==> src/rtl/ifetch_pkg.sv <==
`default_nettype none
// ============================================================================
// ifetch_pkg : shared types and constants for the instruction-fetch front end
// Rev 1.0
// ============================================================================
package ifetch_pkg;

  typedef enum logic [0:0] {
    RUN  = 1'b0,
    HALT = 1'b1
  } state_t;

  localparam logic [1:0] FAULT_NONE     = 2'd0;
  localparam logic [1:0] FAULT_MISALIGN = 2'd1;
  localparam logic [1:0] FAULT_RANGE    = 2'd2;

  localparam logic [31:0] DEFAULT_RESET_PC   = 32'h0000_0000;
  localparam int          DEFAULT_IMEM_WORDS = 2048;

  typedef struct packed {
    logic [31:0] pc;
    logic [31:0] instr;
  } fetch_entry_t;

endpackage
`default_nettype wire

==> src/rtl/ifetch_fifo.sv <==
`default_nettype none
// ============================================================================
// ifetch_fifo : 2-entry fetch queue with registered head, flush and count
// Rev 1.0
// ============================================================================
module ifetch_fifo
  import ifetch_pkg::*;
(
  input  logic         clk,
  input  logic         rst_n,
  input  logic         push,
  input  logic         pop,
  input  logic         flush,
  input  fetch_entry_t wdata,
  output fetch_entry_t head,
  output logic [1:0]   count
);

  fetch_entry_t tail;

  // Head keeps its last value when the queue empties so the outputs hold.
  always_ff @(posedge clk) begin
    if (!rst_n) begin
      head  <= '0;
      tail  <= '0;
      count <= 2'd0;
    end else if (flush) begin
      count <= 2'd0;
    end else begin
      case ({push, pop})
        2'b10: begin
          if (count == 2'd0) begin
            head  <= wdata;
            count <= 2'd1;
          end else begin
            tail  <= wdata;
            count <= 2'd2;
          end
        end
        2'b01: begin
          if (count == 2'd2) head <= tail;
          count <= count - 2'd1;
        end
        2'b11: begin
          if (count == 2'd2) begin
            head <= tail;
            tail <= wdata;
          end else begin
            head <= wdata;
          end
        end
        default: ;
      endcase
    end
  end

endmodule
`default_nettype wire

==> src/rtl/ifetch_unit.sv <==
`default_nettype none
// ============================================================================
// ifetch_unit : PC owner, instruction-memory fetch and decode-side queue
// Rev 1.0
// ============================================================================
module ifetch_unit
  import ifetch_pkg::*;
#(
  parameter logic [31:0] RESET_PC   = DEFAULT_RESET_PC,
  parameter int          IMEM_WORDS = DEFAULT_IMEM_WORDS
) (
  input  logic        clk,
  input  logic        rst_n,
  output logic [31:0] im_addr,
  output logic        im_r,
  input  logic [31:0] im_rd,
  input  logic        redirect_valid,
  input  logic [31:0] redirect_pc,
  output logic        out_valid,
  output logic [31:0] out_instr,
  output logic [31:0] out_pc,
  input  logic        out_ready,
  output logic        fault,
  output logic [1:0]  fault_code
);

  localparam logic [31:0] IMEM_LIMIT = 32'(IMEM_WORDS);

  state_t       state, state_nxt;
  logic [31:0]  pc, pc_nxt;
  logic         fault_nxt;
  logic [1:0]   code_nxt;
  logic [1:0]   count;
  logic         legal, pop, issue;
  fetch_entry_t head;

  assign legal = {2'b00, pc[31:2]} < IMEM_LIMIT;
  assign pop   = out_valid & out_ready;
  // rst_n gates issue so the read enable is quiet throughout reset.
  assign issue = rst_n & (state == RUN) & ~redirect_valid
               & ((count != 2'd2) | pop) & legal;

  assign im_r      = issue;
  assign im_addr   = pc;
  assign out_valid = (count != 2'd0);
  assign out_pc    = head.pc;
  assign out_instr = head.instr;

  always_ff @(posedge clk) begin
    if (!rst_n) begin
      state      <= RUN;
      pc         <= RESET_PC;
      fault      <= 1'b0;
      fault_code <= FAULT_NONE;
    end else begin
      state      <= state_nxt;
      pc         <= pc_nxt;
      fault      <= fault_nxt;
      fault_code <= code_nxt;
    end
  end

  always_comb begin
    state_nxt = state;
    pc_nxt    = pc;
    fault_nxt = fault;
    code_nxt  = fault_code;
    if (redirect_valid) begin
      pc_nxt = {redirect_pc[31:2], 2'b00};
      if ((state == RUN) && (redirect_pc[1:0] != 2'b00)) begin
        state_nxt = HALT;
        fault_nxt = 1'b1;
        code_nxt  = FAULT_MISALIGN;
      end
    end else if ((state == RUN) && !legal) begin
      state_nxt = HALT;
      fault_nxt = 1'b1;
      code_nxt  = FAULT_RANGE;
    end else if (issue) begin
      pc_nxt = pc + 32'd4;
    end
  end

  ifetch_fifo u_fifo (
    .clk   (clk),
    .rst_n (rst_n),
    .push  (issue),
    .pop   (pop),
    .flush (redirect_valid),
    .wdata ('{pc: pc, instr: im_rd}),
    .head  (head),
    .count (count)
  );

endmodule
`default_nettype wire

==> config.mk <==
export PLATFORM = sky130hd
export DESIGN_NAME = ifetch_unit
export DESIGN_NICKNAME = d
export VERILOG_FILES = /design/src/rtl/ifetch_pkg.sv /design/src/rtl/ifetch_fifo.sv /design/src/rtl/ifetch_unit.sv
export SDC_FILE = /design/constraint.sdc
export NUM_CORES = 1
export LEC_CHECK = 0
export CORE_AREA = 2 2 124 126
export DETAILED_ROUTE_END_ITERATION = 10
export DIE_AREA = 0 0 126 128
export GPL_TIMING_DRIVEN = 1
export PLACE_DENSITY = 0.81
export SYNTH_ARGS = -nofsm -noshare
export SYNTH_HDL_FRONTEND = slang
export SYNTH_SLANG_ARGS = --single-unit
==> constraint.sdc <==
create_clock -name clk -period 3.45 [get_ports clk]
set_input_delay 0.69 -clock clk [delete_from_list [all_inputs] [get_ports clk]]
set_output_delay 0.69 -clock clk [all_outputs]
set_load 0.05 [all_outputs]
==> impl_metrics.tcl <==
set metrics [dict create \
    status "finished clean" \
    peakVddDrop_mv 0.371 \
    hold_path_class "reg -> reg" \
    met3WireLength_um 1110 \
    yosys_warnings 0 \
    grt_start_max_net_pins 77 \
    die_area_um2 16100 \
    syn_to_final_growth_pct 39.3 \
    drive_gt1_frac 0.0887 \
    gr-usage-all-layers 0.213 \
    layout_setup_ws_ns 0.250 \
    drt_iter0_markers 541 \
    first_global_vias 5385 \
    cts_tree "yes" \
    final.setup.tns_ns 0 \
    place.detailed.hpwl_um 11300 \
    vias 5882 \
    wl_met1_um 7690 \
    antenna_found_initial 0 \
    syn_avg_cell_area_um2 8.71 \
    hold_violations 0 \
    synth-seq-cells 159 \
    clockBufferDepth 2 \
    cts_setup_buffers 0 \
    wire_per_inst_um 15.9 \
    rsz0062_at_grt "no" \
    cp_max_fo 9 \
    drc 0 \
    critical_path_class "in -> out" \
    final_area_um2 9050 \
    synth_cell_types 45 \
    cts_made_buffers 17 \
    die_h_um 128 \
    p_per_area_nw_per_um2 473 \
    core_um2 14900 \
    clock-skew-final_ns 0.00897 \
    rows 45 \
    maxCapViolations 0 \
    top_layer_used "met4" \
    place_congestion 0.797 \
    die-width_um 126 \
    leakage_nw 3.05 \
    synthFlopType "dfxtp_1" \
    vias_per_cell 5.40 \
    ioPinCount 169 \
    cts_repair_resize_count 0 \
    grt_pass1_wl_um 27600 \
    setup_violations 0 \
    cp-start-kind "primary input" \
    clk_pin_slew_ns 0.06 \
    ctsHoldBuffers 0 \
    clock_latency_ns 0.43 \
    num_antenna_cells 0 \
    layout.area.seq_um2 3180 \
    final_max_slew_viol_count 0 \
    ant_nets 0 \
    max_freq_mhz 312 \
    fin_crit_sh 0.928 \
    cts-root-buf "clkbuf_16" \
    critical_path_required_ns 2.76 \
    syn-cell-area_um2 6490 \
    synthCells 746 \
    wl_um 17400 \
    worstPathArrival_ns 2.51 \
    dp_worst_setup_slack_ns 0.0408 \
    numPortBuffers 164 \
    place_area_um2 8420 \
    async_flop_share 0 \
    drt_first_pass_iters 5 \
    start_util 0.437 \
    yosysSeqAreaShare 0.490 \
    worstMarginPinSlew_ns 0.599 \
    fin_crit_ns 3.20 \
    cts.sinks 159 \
    ctsHtreeMaxLevel 4 \
    multiInputGateArea_um2 3010 \
    slew_headroom 0.598 \
    wl_met2_um 8330 \
    synth_edf_count 0 \
    grt-ovfl-total 0 \
    nets 965 \
    fillers 1250 \
    worstSetupEndpointType "primary output" \
]
==> placed cells by master (no fill, tap or decap), drive strengths merged, types with 9 or more instances in the layout <==
master | Yosys | routed
a211oi | 66 | 66
a21oi | 71 | 71
a22oi | 62 | 62
buf | 21 | 26
clkbuf | 45 | 18
clkdlybuf4s50 | 0 | 162
dfxtp | 159 | 159
inv | 8 | 9
mux2i | 22 | 22
nand2 | 138 | 138
nor2 | 85 | 85
==> area by class of cell <==
| class | instances | share of cell area |
|---|---|---|
| inverter | 8 | 0.00360 |
| sequential | 159 | 0.352 |
| clock buffer | 18 | 0.0485 |
| clock inverter | 13 | 0.0209 |
| multi-input combinational | 516 | 0.332 |
| timing repair buffer | 188 | 0.217 |
| tap | 188 | 0.0260 |
==> power by group <==
| group | switching [W] | total, W | internal (W) |
|---|---|---|---|
| clock network | 0.000748 | 0.00198 | 0.00123 |
| logic | 0.000227 | 0.000400 | 0.000173 |
| registers | 0.0000414 | 0.00191 | 0.00186 |
| total | 0.00102 | 0.00428 | 0.00327 |
==> through the flow <==
step	instances	hold slack [ns]	power, W	util
finish	1090	0.452	0.00428	0.609
floorplan	749	0.436	0.00217	-
global route	1090	0.463	0.00442	0.609
CTS	1090	0.455	0.00430	0.609
global placement	1059	0.441	0.00234	0.566
detailed placement	1059	0.446	0.00234	0.566
==> Yosys cell counts, types with 2 or more instances <==
cell type	count	area [um^2]
nand3b_1	2	15.0
nand2_1	138	518
ha_1	7	87.6
buf_1	2	7.51
a22oi_1	62	465
clkbuf_1	45	169
nand3_1	6	30.0
a211oi_2	8	100
a32oi_1	3	26.3
a31oi_1	7	43.8
buf_4	8	60.1
and3_1	4	25.0
a211oi_1	57	428
nor2_1	85	319
mux2_1	2	22.5
inv_1	4	15.0
o31ai_1	2	15.0
a21oi_1	71	355
or3_1	6	37.5
inv_2	4	15.0
o21ai_0	3	15.0
mux2i_1	22	220
dfxtp_1	159	3180
o21a_1	2	15.0
nand4_1	3	18.8
nor4_1	4	25.0
o211ai_1	3	22.5
buf_2	10	50.1
==> routing by layer <==
layer | global-route usage | vias to the layer above
met3 | 0.0647 | 19
met1 | 0.277 | 2742
li1 | - | 2927
met4 | 0.0672 | 0
met2 | 0.341 | 194
met5 | 0 | -
==> critical path: stages <==
cell	delay, ns
clkdlybuf4s50_1	0.51
nor2b_4	0.21
inv_2	0.10
a211oi_4	0.29
nand3_4	0.11
buf_4	0.19
inv_2	0.08
buf_4	0.17
buf_12	0.15
==> kinds of logic (layout without fill, tap and decap cells) <==
kind of cell               count (synthesis)  after routing  share of synthesized area
and+or+nand+nor                          259            259                      0.169
AOI/OAI and AO/OA                        222            222                      0.239
DFF                                      159            159                      0.490
buffers and inverters                     74            227                     0.0505
muxes                                     24             24                     0.0374
adders and majority gates                  7              7                     0.0135
other                                      1              4                   0.000577
==> state kept, by name (all words and copies together), names as in the netlist <==
name,cells
u_fifo.head,62
fault_code,2
u_fifo.tail,62
im_addr,30
state,1
u_fifo.count,2
==> worst paths after layout <==
kind | start | endpoint | slack (ns) | cells past startpoint
hold / removal | u_fifo.tail[34]$_SDFFE_PN0P_ | u_fifo.tail[34]$_SDFFE_PN0P_ | 0.45 | 2
setup reg to reg | im_addr[23]$_SDFFE_PN0P_ | u_fifo.tail[51]$_SDFFE_PN0P_ | 0.57 | 11
hold reg to reg | u_fifo.tail[34]$_SDFFE_PN0P_ | u_fifo.tail[34]$_SDFFE_PN0P_ | 0.45 | 2
setup / recovery | out_ready | im_r | 0.25 | 9
Note: power is estimated with default switching activity, not from simulation.
